==> src/rtl/pid_pkg.sv <==
// rtl/pid_pkg.sv - shared widths, coefficient layout and FSM encoding for the PID core
package pid_pkg;

  localparam int DATA_WIDTH = 16;
  localparam int NUM_CHN    = 4;
  localparam int CHN_WIDTH  = (NUM_CHN > 1) ? $clog2(NUM_CHN) : 1;
  localparam int FRAC_BITS  = 7;
  localparam int ACC_WIDTH  = 2 * DATA_WIDTH + 3;

  // Coefficient word slots, LSB first: min, max, b2, b1, b0, a3, a2, a1
  localparam int NUM_COEF = 8;
  localparam int SLOT_MIN = 0;
  localparam int SLOT_MAX = 1;
  localparam int SLOT_B2  = 2;
  localparam int SLOT_B1  = 3;
  localparam int SLOT_B0  = 4;
  localparam int SLOT_A3  = 5;
  localparam int SLOT_A2  = 6;
  localparam int SLOT_A1  = 7;

  typedef enum logic [1:0] {
    ST_IDLE = 2'd0,
    ST_MAC  = 2'd1,
    ST_SAT  = 2'd2
  } state_e;

endpackage

==> src/rtl/pid_controller_core_if.sv <==
// rtl/pid_controller_core_if.sv - coefficient, sample and result signals of the PID core
interface pid_controller_core_if #(
  parameter int DATA_WIDTH = pid_pkg::DATA_WIDTH,
  parameter int CHN_WIDTH  = pid_pkg::CHN_WIDTH
);

  logic                         param_valid_i;
  logic [CHN_WIDTH-1:0]         param_chn_i;
  logic signed [DATA_WIDTH-1:0] param_a1_i;
  logic signed [DATA_WIDTH-1:0] param_a2_i;
  logic signed [DATA_WIDTH-1:0] param_a3_i;
  logic signed [DATA_WIDTH-1:0] param_b0_i;
  logic signed [DATA_WIDTH-1:0] param_b1_i;
  logic signed [DATA_WIDTH-1:0] param_b2_i;
  logic signed [DATA_WIDTH-1:0] param_max_i;
  logic signed [DATA_WIDTH-1:0] param_min_i;
  logic                         data_valid_i;
  logic [CHN_WIDTH-1:0]         data_chn_i;
  logic signed [DATA_WIDTH-1:0] data_fdb_i;
  logic signed [DATA_WIDTH-1:0] data_ref_i;
  logic                         tready_o;
  logic                         u_valid_o;
  logic [CHN_WIDTH-1:0]         u_chn_o;
  logic signed [DATA_WIDTH-1:0] u_data_o;

  modport master (
    output param_valid_i, param_chn_i, param_a1_i, param_a2_i, param_a3_i,
           param_b0_i, param_b1_i, param_b2_i, param_max_i, param_min_i,
           data_valid_i, data_chn_i, data_fdb_i, data_ref_i,
    input  tready_o, u_valid_o, u_chn_o, u_data_o
  );

  modport slave (
    input  param_valid_i, param_chn_i, param_a1_i, param_a2_i, param_a3_i,
           param_b0_i, param_b1_i, param_b2_i, param_max_i, param_min_i,
           data_valid_i, data_chn_i, data_fdb_i, data_ref_i,
    output tready_o, u_valid_o, u_chn_o, u_data_o
  );

endinterface

==> src/rtl/pid_coef_bank.sv <==
// rtl/pid_coef_bank.sv - per-channel coefficient/limit register file, one write port, one read port
module pid_coef_bank
  import pid_pkg::*;
#(
  parameter int  DATA_WIDTH = pid_pkg::DATA_WIDTH,
  parameter int  NUM_CHN    = pid_pkg::NUM_CHN,
  localparam int CHN_WIDTH  = (NUM_CHN > 1) ? $clog2(NUM_CHN) : 1,
  localparam int WORD_WIDTH = NUM_COEF * DATA_WIDTH
) (
  input  logic                  clk,
  input  logic                  rst,
  input  logic                  wr_en,
  input  logic [CHN_WIDTH-1:0]  wr_chn,
  input  logic [WORD_WIDTH-1:0] wr_word,
  input  logic [CHN_WIDTH-1:0]  rd_chn,
  output logic [WORD_WIDTH-1:0] rd_word
);

  logic [WORD_WIDTH-1:0] coef_q [NUM_CHN];
  logic [WORD_WIDTH-1:0] coef_d [NUM_CHN];

  always_comb begin
    coef_d = coef_q;
    if (wr_en && (32'(wr_chn) < NUM_CHN)) begin
      coef_d[wr_chn] = wr_word;
    end
  end

  always_ff @(posedge clk) begin
    if (rst) begin
      for (int i = 0; i < NUM_CHN; i++) begin
        coef_q[i] <= '0;
      end
    end else begin
      coef_q <= coef_d;
    end
  end

  // Reads the registered contents, so a same-edge write is seen only by later reads
  assign rd_word = (32'(rd_chn) < NUM_CHN) ? coef_q[rd_chn] : '0;

endmodule

==> src/rtl/pid_controller_core.sv <==
// rtl/pid_controller_core.sv - multi-channel IIR-form PID: one shared multiplier, 8-cycle sample period
module pid_controller_core
  import pid_pkg::*;
#(
  parameter int  DATA_WIDTH = pid_pkg::DATA_WIDTH,
  parameter int  NUM_CHN    = pid_pkg::NUM_CHN,
  parameter int  FRAC_BITS  = pid_pkg::FRAC_BITS,
  localparam int CHN_WIDTH  = (NUM_CHN > 1) ? $clog2(NUM_CHN) : 1,
  localparam int ACC_WIDTH  = 2 * DATA_WIDTH + 3,
  localparam int WORD_WIDTH = NUM_COEF * DATA_WIDTH
) (
  input logic                  clk,
  input logic                  rst,
  pid_controller_core_if.slave bus
);

  localparam int DW = DATA_WIDTH;

  state_e                  state_q, state_d;
  logic [CHN_WIDTH-1:0]    chn_q, chn_d;
  logic signed [DW-1:0]    e0_q, e0_d;
  logic [WORD_WIDTH-1:0]   snap_q, snap_d;
  logic signed [ACC_WIDTH-1:0] acc_q, acc_d;
  logic [2:0]              term_q, term_d;
  logic                    u_valid_q, u_valid_d;
  logic [CHN_WIDTH-1:0]    u_chn_q, u_chn_d;
  logic signed [DW-1:0]    u_data_q, u_data_d;

  logic signed [DW-1:0] e1_q [NUM_CHN];
  logic signed [DW-1:0] e2_q [NUM_CHN];
  logic signed [DW-1:0] u1_q [NUM_CHN];
  logic signed [DW-1:0] u2_q [NUM_CHN];
  logic signed [DW-1:0] u3_q [NUM_CHN];
  logic signed [DW-1:0] e1_d [NUM_CHN];
  logic signed [DW-1:0] e2_d [NUM_CHN];
  logic signed [DW-1:0] u1_d [NUM_CHN];
  logic signed [DW-1:0] u2_d [NUM_CHN];
  logic signed [DW-1:0] u3_d [NUM_CHN];

  logic [WORD_WIDTH-1:0] bank_word;

  pid_coef_bank #(
    .DATA_WIDTH(DATA_WIDTH),
    .NUM_CHN   (NUM_CHN)
  ) u_coef_bank (
    .clk    (clk),
    .rst    (rst),
    .wr_en  (bus.param_valid_i),
    .wr_chn (bus.param_chn_i),
    .wr_word({bus.param_a1_i, bus.param_a2_i, bus.param_a3_i, bus.param_b0_i,
              bus.param_b1_i, bus.param_b2_i, bus.param_max_i, bus.param_min_i}),
    .rd_chn (bus.data_chn_i),
    .rd_word(bank_word)
  );

  logic signed [DW-1:0] c_a1, c_a2, c_a3, c_b0, c_b1, c_b2, c_max, c_min;
  assign c_a1  = snap_q[SLOT_A1*DW +: DW];
  assign c_a2  = snap_q[SLOT_A2*DW +: DW];
  assign c_a3  = snap_q[SLOT_A3*DW +: DW];
  assign c_b0  = snap_q[SLOT_B0*DW +: DW];
  assign c_b1  = snap_q[SLOT_B1*DW +: DW];
  assign c_b2  = snap_q[SLOT_B2*DW +: DW];
  assign c_max = snap_q[SLOT_MAX*DW +: DW];
  assign c_min = snap_q[SLOT_MIN*DW +: DW];

  // Error is formed one bit wider, then clamped back into DW bits
  logic [DW:0]          diff;
  logic signed [DW-1:0] e0_sat;
  assign diff = {bus.data_ref_i[DW-1], bus.data_ref_i} - {bus.data_fdb_i[DW-1], bus.data_fdb_i};

  always_comb begin
    e0_sat = diff[DW-1:0];
    if (diff[DW] != diff[DW-1]) begin
      e0_sat = diff[DW] ? {1'b1, {(DW-1){1'b0}}} : {1'b0, {(DW-1){1'b1}}};
    end
  end

  // Out-of-range channels see zero history and never write it back
  logic                 chn_ok;
  logic signed [DW-1:0] h_e1, h_e2, h_u1, h_u2, h_u3;
  assign chn_ok = 32'(chn_q) < NUM_CHN;

  always_comb begin
    h_e1 = '0;
    h_e2 = '0;
    h_u1 = '0;
    h_u2 = '0;
    h_u3 = '0;
    if (chn_ok) begin
      h_e1 = e1_q[chn_q];
      h_e2 = e2_q[chn_q];
      h_u1 = u1_q[chn_q];
      h_u2 = u2_q[chn_q];
      h_u3 = u3_q[chn_q];
    end
  end

  logic signed [DW-1:0]        mul_a, mul_b;
  logic signed [2*DW-1:0]      product;
  logic signed [ACC_WIDTH-1:0] product_ext;

  always_comb begin
    mul_a = '0;
    mul_b = '0;
    case (term_q)
      3'd0: begin mul_a = c_b0; mul_b = e0_q; end
      3'd1: begin mul_a = c_b1; mul_b = h_e1; end
      3'd2: begin mul_a = c_b2; mul_b = h_e2; end
      3'd3: begin mul_a = c_a1; mul_b = h_u1; end
      3'd4: begin mul_a = c_a2; mul_b = h_u2; end
      3'd5: begin mul_a = c_a3; mul_b = h_u3; end
      default: ;
    endcase
  end

  assign product     = mul_a * mul_b;
  assign product_ext = $signed({{(ACC_WIDTH-2*DW){product[2*DW-1]}}, product});

  // The max test is evaluated first so an inverted limit pair resolves to max
  logic signed [ACC_WIDTH-1:0] y, max_ext, min_ext;
  logic signed [DW-1:0]        result;
  assign y       = acc_q >>> FRAC_BITS;
  assign max_ext = $signed({{(ACC_WIDTH-DW){c_max[DW-1]}}, c_max});
  assign min_ext = $signed({{(ACC_WIDTH-DW){c_min[DW-1]}}, c_min});

  always_comb begin
    result = y[DW-1:0];
    if (y > max_ext) begin
      result = c_max;
    end else if (y < min_ext) begin
      result = c_min;
    end
  end

  always_comb begin
    state_d   = state_q;
    chn_d     = chn_q;
    e0_d      = e0_q;
    snap_d    = snap_q;
    acc_d     = acc_q;
    term_d    = term_q;
    u_valid_d = 1'b0;
    u_chn_d   = u_chn_q;
    u_data_d  = u_data_q;
    e1_d      = e1_q;
    e2_d      = e2_q;
    u1_d      = u1_q;
    u2_d      = u2_q;
    u3_d      = u3_q;
    case (state_q)
      ST_IDLE: begin
        if (bus.data_valid_i) begin
          state_d = ST_MAC;
          chn_d   = bus.data_chn_i;
          e0_d    = e0_sat;
          snap_d  = bank_word;
          acc_d   = '0;
          term_d  = '0;
        end
      end
      ST_MAC: begin
        acc_d  = acc_q + product_ext;
        term_d = term_q + 3'd1;
        if (term_q == 3'd5) begin
          state_d = ST_SAT;
        end
      end
      ST_SAT: begin
        state_d = ST_IDLE;
        if (chn_ok) begin
          u_valid_d   = 1'b1;
          u_chn_d     = chn_q;
          u_data_d    = result;
          e2_d[chn_q] = h_e1;
          e1_d[chn_q] = e0_q;
          u3_d[chn_q] = h_u2;
          u2_d[chn_q] = h_u1;
          u1_d[chn_q] = result;
        end
      end
      default: state_d = ST_IDLE;
    endcase
  end

  always_ff @(posedge clk) begin
    if (rst) begin
      state_q   <= ST_IDLE;
      chn_q     <= '0;
      e0_q      <= '0;
      snap_q    <= '0;
      acc_q     <= '0;
      term_q    <= '0;
      u_valid_q <= 1'b0;
      u_chn_q   <= '0;
      u_data_q  <= '0;
      for (int i = 0; i < NUM_CHN; i++) begin
        e1_q[i] <= '0;
        e2_q[i] <= '0;
        u1_q[i] <= '0;
        u2_q[i] <= '0;
        u3_q[i] <= '0;
      end
    end else begin
      state_q   <= state_d;
      chn_q     <= chn_d;
      e0_q      <= e0_d;
      snap_q    <= snap_d;
      acc_q     <= acc_d;
      term_q    <= term_d;
      u_valid_q <= u_valid_d;
      u_chn_q   <= u_chn_d;
      u_data_q  <= u_data_d;
      e1_q      <= e1_d;
      e2_q      <= e2_d;
      u1_q      <= u1_d;
      u2_q      <= u2_d;
      u3_q      <= u3_d;
    end
  end

  assign bus.tready_o  = (state_q == ST_IDLE);
  assign bus.u_valid_o = u_valid_q;
  assign bus.u_chn_o   = u_chn_q;
  assign bus.u_data_o  = u_data_q;

endmodule

==> src/flat_wrapper.sv <==
// flat-port wrapper written by rule: the top's interface ports become plain ports
module pid_controller_core_flat import pid_pkg::*;
#(
  parameter int  DATA_WIDTH = pid_pkg::DATA_WIDTH,
  parameter int  NUM_CHN    = pid_pkg::NUM_CHN,
  parameter int  FRAC_BITS  = pid_pkg::FRAC_BITS,
  localparam int CHN_WIDTH  = (NUM_CHN > 1) ? $clog2(NUM_CHN) : 1,
  localparam int ACC_WIDTH  = 2 * DATA_WIDTH + 3,
  localparam int WORD_WIDTH = NUM_COEF * DATA_WIDTH
)
  (clk, rst, bus_param_valid_i, bus_param_chn_i, bus_param_a1_i, bus_param_a2_i, bus_param_a3_i, bus_param_b0_i, bus_param_b1_i, bus_param_b2_i, bus_param_max_i, bus_param_min_i, bus_data_valid_i, bus_data_chn_i, bus_data_fdb_i, bus_data_ref_i, bus_tready_o, bus_u_valid_o, bus_u_chn_o, bus_u_data_o);
  pid_controller_core_if #(.DATA_WIDTH(DATA_WIDTH), .CHN_WIDTH(CHN_WIDTH)) bus_i ();
  input logic clk;
  input logic rst;
  input wire logic [$bits(bus_i.param_valid_i)-1:0] bus_param_valid_i;
  input wire logic [$bits(bus_i.param_chn_i)-1:0] bus_param_chn_i;
  input wire logic [$bits(bus_i.param_a1_i)-1:0] bus_param_a1_i;
  input wire logic [$bits(bus_i.param_a2_i)-1:0] bus_param_a2_i;
  input wire logic [$bits(bus_i.param_a3_i)-1:0] bus_param_a3_i;
  input wire logic [$bits(bus_i.param_b0_i)-1:0] bus_param_b0_i;
  input wire logic [$bits(bus_i.param_b1_i)-1:0] bus_param_b1_i;
  input wire logic [$bits(bus_i.param_b2_i)-1:0] bus_param_b2_i;
  input wire logic [$bits(bus_i.param_max_i)-1:0] bus_param_max_i;
  input wire logic [$bits(bus_i.param_min_i)-1:0] bus_param_min_i;
  input wire logic [$bits(bus_i.data_valid_i)-1:0] bus_data_valid_i;
  input wire logic [$bits(bus_i.data_chn_i)-1:0] bus_data_chn_i;
  input wire logic [$bits(bus_i.data_fdb_i)-1:0] bus_data_fdb_i;
  input wire logic [$bits(bus_i.data_ref_i)-1:0] bus_data_ref_i;
  output wire logic [$bits(bus_i.tready_o)-1:0] bus_tready_o;
  output wire logic [$bits(bus_i.u_valid_o)-1:0] bus_u_valid_o;
  output wire logic [$bits(bus_i.u_chn_o)-1:0] bus_u_chn_o;
  output wire logic [$bits(bus_i.u_data_o)-1:0] bus_u_data_o;
  assign bus_i.param_valid_i = bus_param_valid_i;
  assign bus_i.param_chn_i = bus_param_chn_i;
  assign bus_i.param_a1_i = bus_param_a1_i;
  assign bus_i.param_a2_i = bus_param_a2_i;
  assign bus_i.param_a3_i = bus_param_a3_i;
  assign bus_i.param_b0_i = bus_param_b0_i;
  assign bus_i.param_b1_i = bus_param_b1_i;
  assign bus_i.param_b2_i = bus_param_b2_i;
  assign bus_i.param_max_i = bus_param_max_i;
  assign bus_i.param_min_i = bus_param_min_i;
  assign bus_i.data_valid_i = bus_data_valid_i;
  assign bus_i.data_chn_i = bus_data_chn_i;
  assign bus_i.data_fdb_i = bus_data_fdb_i;
  assign bus_i.data_ref_i = bus_data_ref_i;
  assign bus_tready_o = bus_i.tready_o;
  assign bus_u_valid_o = bus_i.u_valid_o;
  assign bus_u_chn_o = bus_i.u_chn_o;
  assign bus_u_data_o = bus_i.u_data_o;
  pid_controller_core #(.DATA_WIDTH(DATA_WIDTH), .NUM_CHN(NUM_CHN), .FRAC_BITS(FRAC_BITS)) u_core (.clk(clk), .rst(rst), .bus(bus_i));
endmodule
==> config.mk <==
export PLATFORM = sky130hd
export DESIGN_NAME = pid_controller_core_flat
export DESIGN_NICKNAME = d
export VERILOG_FILES = /design/src/rtl/pid_pkg.sv /design/src/rtl/pid_controller_core_if.sv /design/src/rtl/pid_coef_bank.sv /design/src/rtl/pid_controller_core.sv /design/src/flat_wrapper.sv
export SDC_FILE = /design/constraint.sdc
export NUM_CORES = 2
export LEC_CHECK = 0
export BUFFER_PORTS_ARGS = -buffer_cell sky130_fd_sc_hd__buf_2
export CAP_MARGIN = 10
export CORE_ASPECT_RATIO = 1.5
export CORE_UTILIZATION = 39
export DETAILED_ROUTE_END_ITERATION = 8
export GPL_ROUTABILITY_DRIVEN = 0
export HOLD_SLACK_MARGIN = 0.05
export PLACE_DENSITY_LB_ADDON = 0.3
export SYNTH_ARGS = -nofsm -noshare
export SYNTH_HDL_FRONTEND = slang
export SYNTH_SLANG_ARGS = --single-unit
==> constraint.sdc <==
create_clock -name clk -period 7.05 [get_ports clk]
set_input_delay 1.41 -clock clk [delete_from_list [all_inputs] [get_ports clk]]
set_output_delay 1.41 -clock clk [all_outputs]
set_load 0.05 [all_outputs]
==> flow_summary.json <==
{
  "die_height_um": 465,
  "io_pins": 188,
  "use_met2_pct": 42.5,
  "slew_headroom_pct": 18.4,
  "r2r.worst_path.cells": 29,
  "avgSynthCellArea_um2": 8.87,
  "grt.busiest_layer": "met2",
  "overflow": 0,
  "grtUsageTotal_pct": 24.5,
  "first_iter_violations": 3559,
  "layout_commonest_cell": "nand2_1",
  "switchingPower_mw": 3.72,
  "peakVddDrop_v": 0.000242,
  "pwr-share-clk_pct": 41.1,
  "critPathKind": "reg2reg",
  "post_drt_wl_per_cell_um": 20.9,
  "worst-slew-pin-transition_ns": 1.22,
  "area_growth_pct": 17.9,
  "io_buffers": 187,
  "fp.dieW_um": 311,
  "root_buffer": "clkbuf_16",
  "netlist-cell-type-count": 76,
  "endpoint_kind": "flip-flop",
  "viasPerCell": 5.39,
  "drc": 0,
  "final_core_util_pct": 46.4,
  "dp_cells": 8340,
  "cts_tree": "built",
  "rsz0062_at_grt": "true",
  "fin_cells": 8595,
  "dp_hpwl_mm": 124,
  "synth-warning-count": 0,
  "final_area_um2": 65700,
  "grt_max_degree": 247,
  "rrSetupSlack_ns": -0.41,
  "clk_pin_slew_ns": 0.06,
  "synth_edf_count": 0,
  "hold_ws_ns": 0.451,
  "period_needed_ns": 7.46,
  "grt_use_met1_pct": 27.6,
  "synthArstFlopShare_pct": 0,
  "syn_nets": 6948,
  "synth_flop_cell": "dfxtp_1",
  "h-tree-depth": 3,
  "fin_ws_ns": -0.409,
  "core_area_um2": 142000,
  "clockBufferDepth": 3,
  "path_max_fanout": 5,
  "fin_crit_sh_pct": 106,
  "hold_depth": 2,
  "setup_viol": 18,
  "ys_ff_latch": 1037,
  "swShare_pct": 27.5,
  "outcome": "finished, violations left",
  "pre_cts_ws_ns": -0.692,
  "drive_gt1_share_pct": 18.3,
  "num_rows": 169,
  "synthesis.area_um2": 55800,
  "finalPower_mw": 13.5,
  "cp_data_required_time_ns": 7.61,
  "arrival_ns": 8.02,
  "r2r_start": "u_core.chn_q[0]",
  "cp_common_cell": "fa_1",
  "grt_pass1_wl_mm": 275,
  "dieArea_um2": 145000,
  "hold_path.class": "reg2reg",
  "setup_tns_ns": -4.01,
  "report.final.slew_viol_count": 0,
  "antenna_found_initial": 19,
  "vias": 46300,
  "layout.nets": 7281,
  "pwr-share-seq_pct": 45.0,
  "intPower_mw": 9.82,
  "seq_area_frac_synth_pct": 37.2,
  "worstHoldEndpoint": "u_core.u_coef_bank.coef_q[270]",
  "cts_buffers": 97,
  "finalHoldViolations": 0,
  "power_density_nw_per_um2": 206,
  "violations": "setup timing",
  "syn_inst": 6289,
  "synth_top_area_cell": "dfxtp_1",
  "synth_top_area_share_pct": 37.2,
  "timing.fmax_ghz": 0.134,
  "rr_endpoint": "u_core.acc_q[32]",
  "numClockSinks": 1037,
  "critPathMaxStageDelay_ns": 0.54,
  "start_util_pct": 39.4,
  "drv_cap": 0,
  "n_fill_cell": 13800,
  "dpl-instance-area_um2": 61000,
  "skew_ns": 0.0444,
  "grt_use_met3_pct": 3.53,
  "grt_pass1_vias": 46900,
  "detail-route-antenna-nets": 0,
  "synth_area_leaders": "dfxtp_1 37%, fa_1 11%, nand2_1 11%",
  "hold_start": "u_core.u_coef_bank.coef_q[270]",
  "p_leak_nw": 25.7,
  "cp-start-kind": "flip-flop",
  "wl_mm": 179,
  "drtPass1Iterations": 6,
  "combPwrFrac_pct": 13.9,
  "crit_path_top_delay_cell": "fa_1",
  "clk_latency_ns": 0.73,
  "layout_common_cells": "1607 x nand2_1, 1033 x dfxtp_1, 759 x a21oi_1, 415 x buf_4, 397 x inv_1"
}
==> area by class of cell <==
| class | count | area, µm² | area share (%) |
|---|---|---|---|
| clock buffers | 128 | 2700 | 4.10 |
| well taps | 1881 | 2350 | 3.58 |
| multi-input cells | 4412 | 32600 | 49.6 |
| inverters | 410 | 1540 | 2.34 |
| clock inverters | 50 | 653 | 0.993 |
| repair buffers | 664 | 5090 | 7.74 |
| flip-flops and latches | 1037 | 20800 | 31.6 |
| diodes | 13 | 32.5 | 0.0495 |
==> Yosys cell counts (52+ instances only) <==
library cell / n
nor3b_1: 66
nor2_1: 398
a21oi_1: 775
fa_1: 312
buf_2: 54
o21ai_0: 100
a31oi_1: 77
mux4_2: 205
nand3_1: 52
nand2_1: 1615
ha_1: 179
mux2i_1: 211
inv_1: 410
clkbuf_1: 325
dfxtp_1: 1037
==> power by group through the flow <==
stage | sequential [mW] | clock (mW) | combinational (mW)
floorplan | 6.17 | 0 | 1.13
global placement | 6.22 | 0 | 1.73
detailed placement | 6.23 | 0 | 1.74
CTS | 6.09 | 5.65 | 1.83
global route | 6.10 | 5.88 | 2.03
finish | 6.09 | 5.57 | 1.88
==> sequential cells by signal (all words and copies together) (netlist names), 35 cells and up <==
| register | count |
|---|---|
| u_core.e2_q | 64 |
| u_core.u_coef_bank.coef_q | 512 |
| u_core.u1_q | 64 |
| u_core.e1_q | 64 |
| u_core.acc_q | 35 |
| u_core.u3_q | 64 |
| u_core.u2_q | 64 |
| u_core.snap_q | 128 |
==> how the worst max path moves through the flow <==
stage / to / start / slack, ns
5_1_grt: u_core.acc_q[32] / u_core.chn_q[0] / -0.64
4_1_cts: u_core.acc_q[32] / u_core.chn_q[0] / -0.27
2_1_floorplan: u_core.acc_q[32] / u_core.chn_q[0] / -0.10
3_3_place_gp: u_core.acc_q[33] / u_core.chn_q[0] / -0.72
3_5_place_dp: u_core.acc_q[31] / u_core.chn_q[0] / -0.69
6_report: u_core.acc_q[32] / u_core.chn_q[0] / -0.41
==> worst max-delay path: cells and delay by family, from the launching register on <==
family	cells	cell delay [ns]
muxes	2	0.80
xor gates and xnor gates	1	0.16
DFF	1	0.39
adders and majority gates	7	3.23
buffers and inverters	8	0.65
AOI/OAI and AO/OA	9	1.94
and+or+nand+nor	2	0.16
==> kinds of logic (layout without fill, tap and decap cells) <==
group / Yosys count / after routing / synth area share, %
simple gates: 2260 / 2260 / 16.3
mux: 438 / 438 / 12.6
xor+xnor: 42 / 42 / 0.687
flops: 1037 / 1037 / 37.2
fa+ha+maj: 501 / 501 / 15.4
compound gates: 1171 / 1171 / 11.9
other cells: 0 / 13 / 0
buf+inv: 840 / 1252 / 5.82
==> routing by layer <==
layer / wire length, µm / vias to the layer above
li1: - / 21600
met1: 66700 / 22700
met2: 89200 / 1454
met3: 10100 / 453
met5: 90 / -
met4: 13300 / 16
==> repair_timing <==
action,CTS,global route
hold buffers,0,0
setup endpoints to repair,23,24
hold endpoints to repair,0,0
buffers inserted,41,21
gates resized for setup,101,69
gates cloned,1,1
pin swaps,66,77
Note: power is estimated with default switching activity, not from simulation.
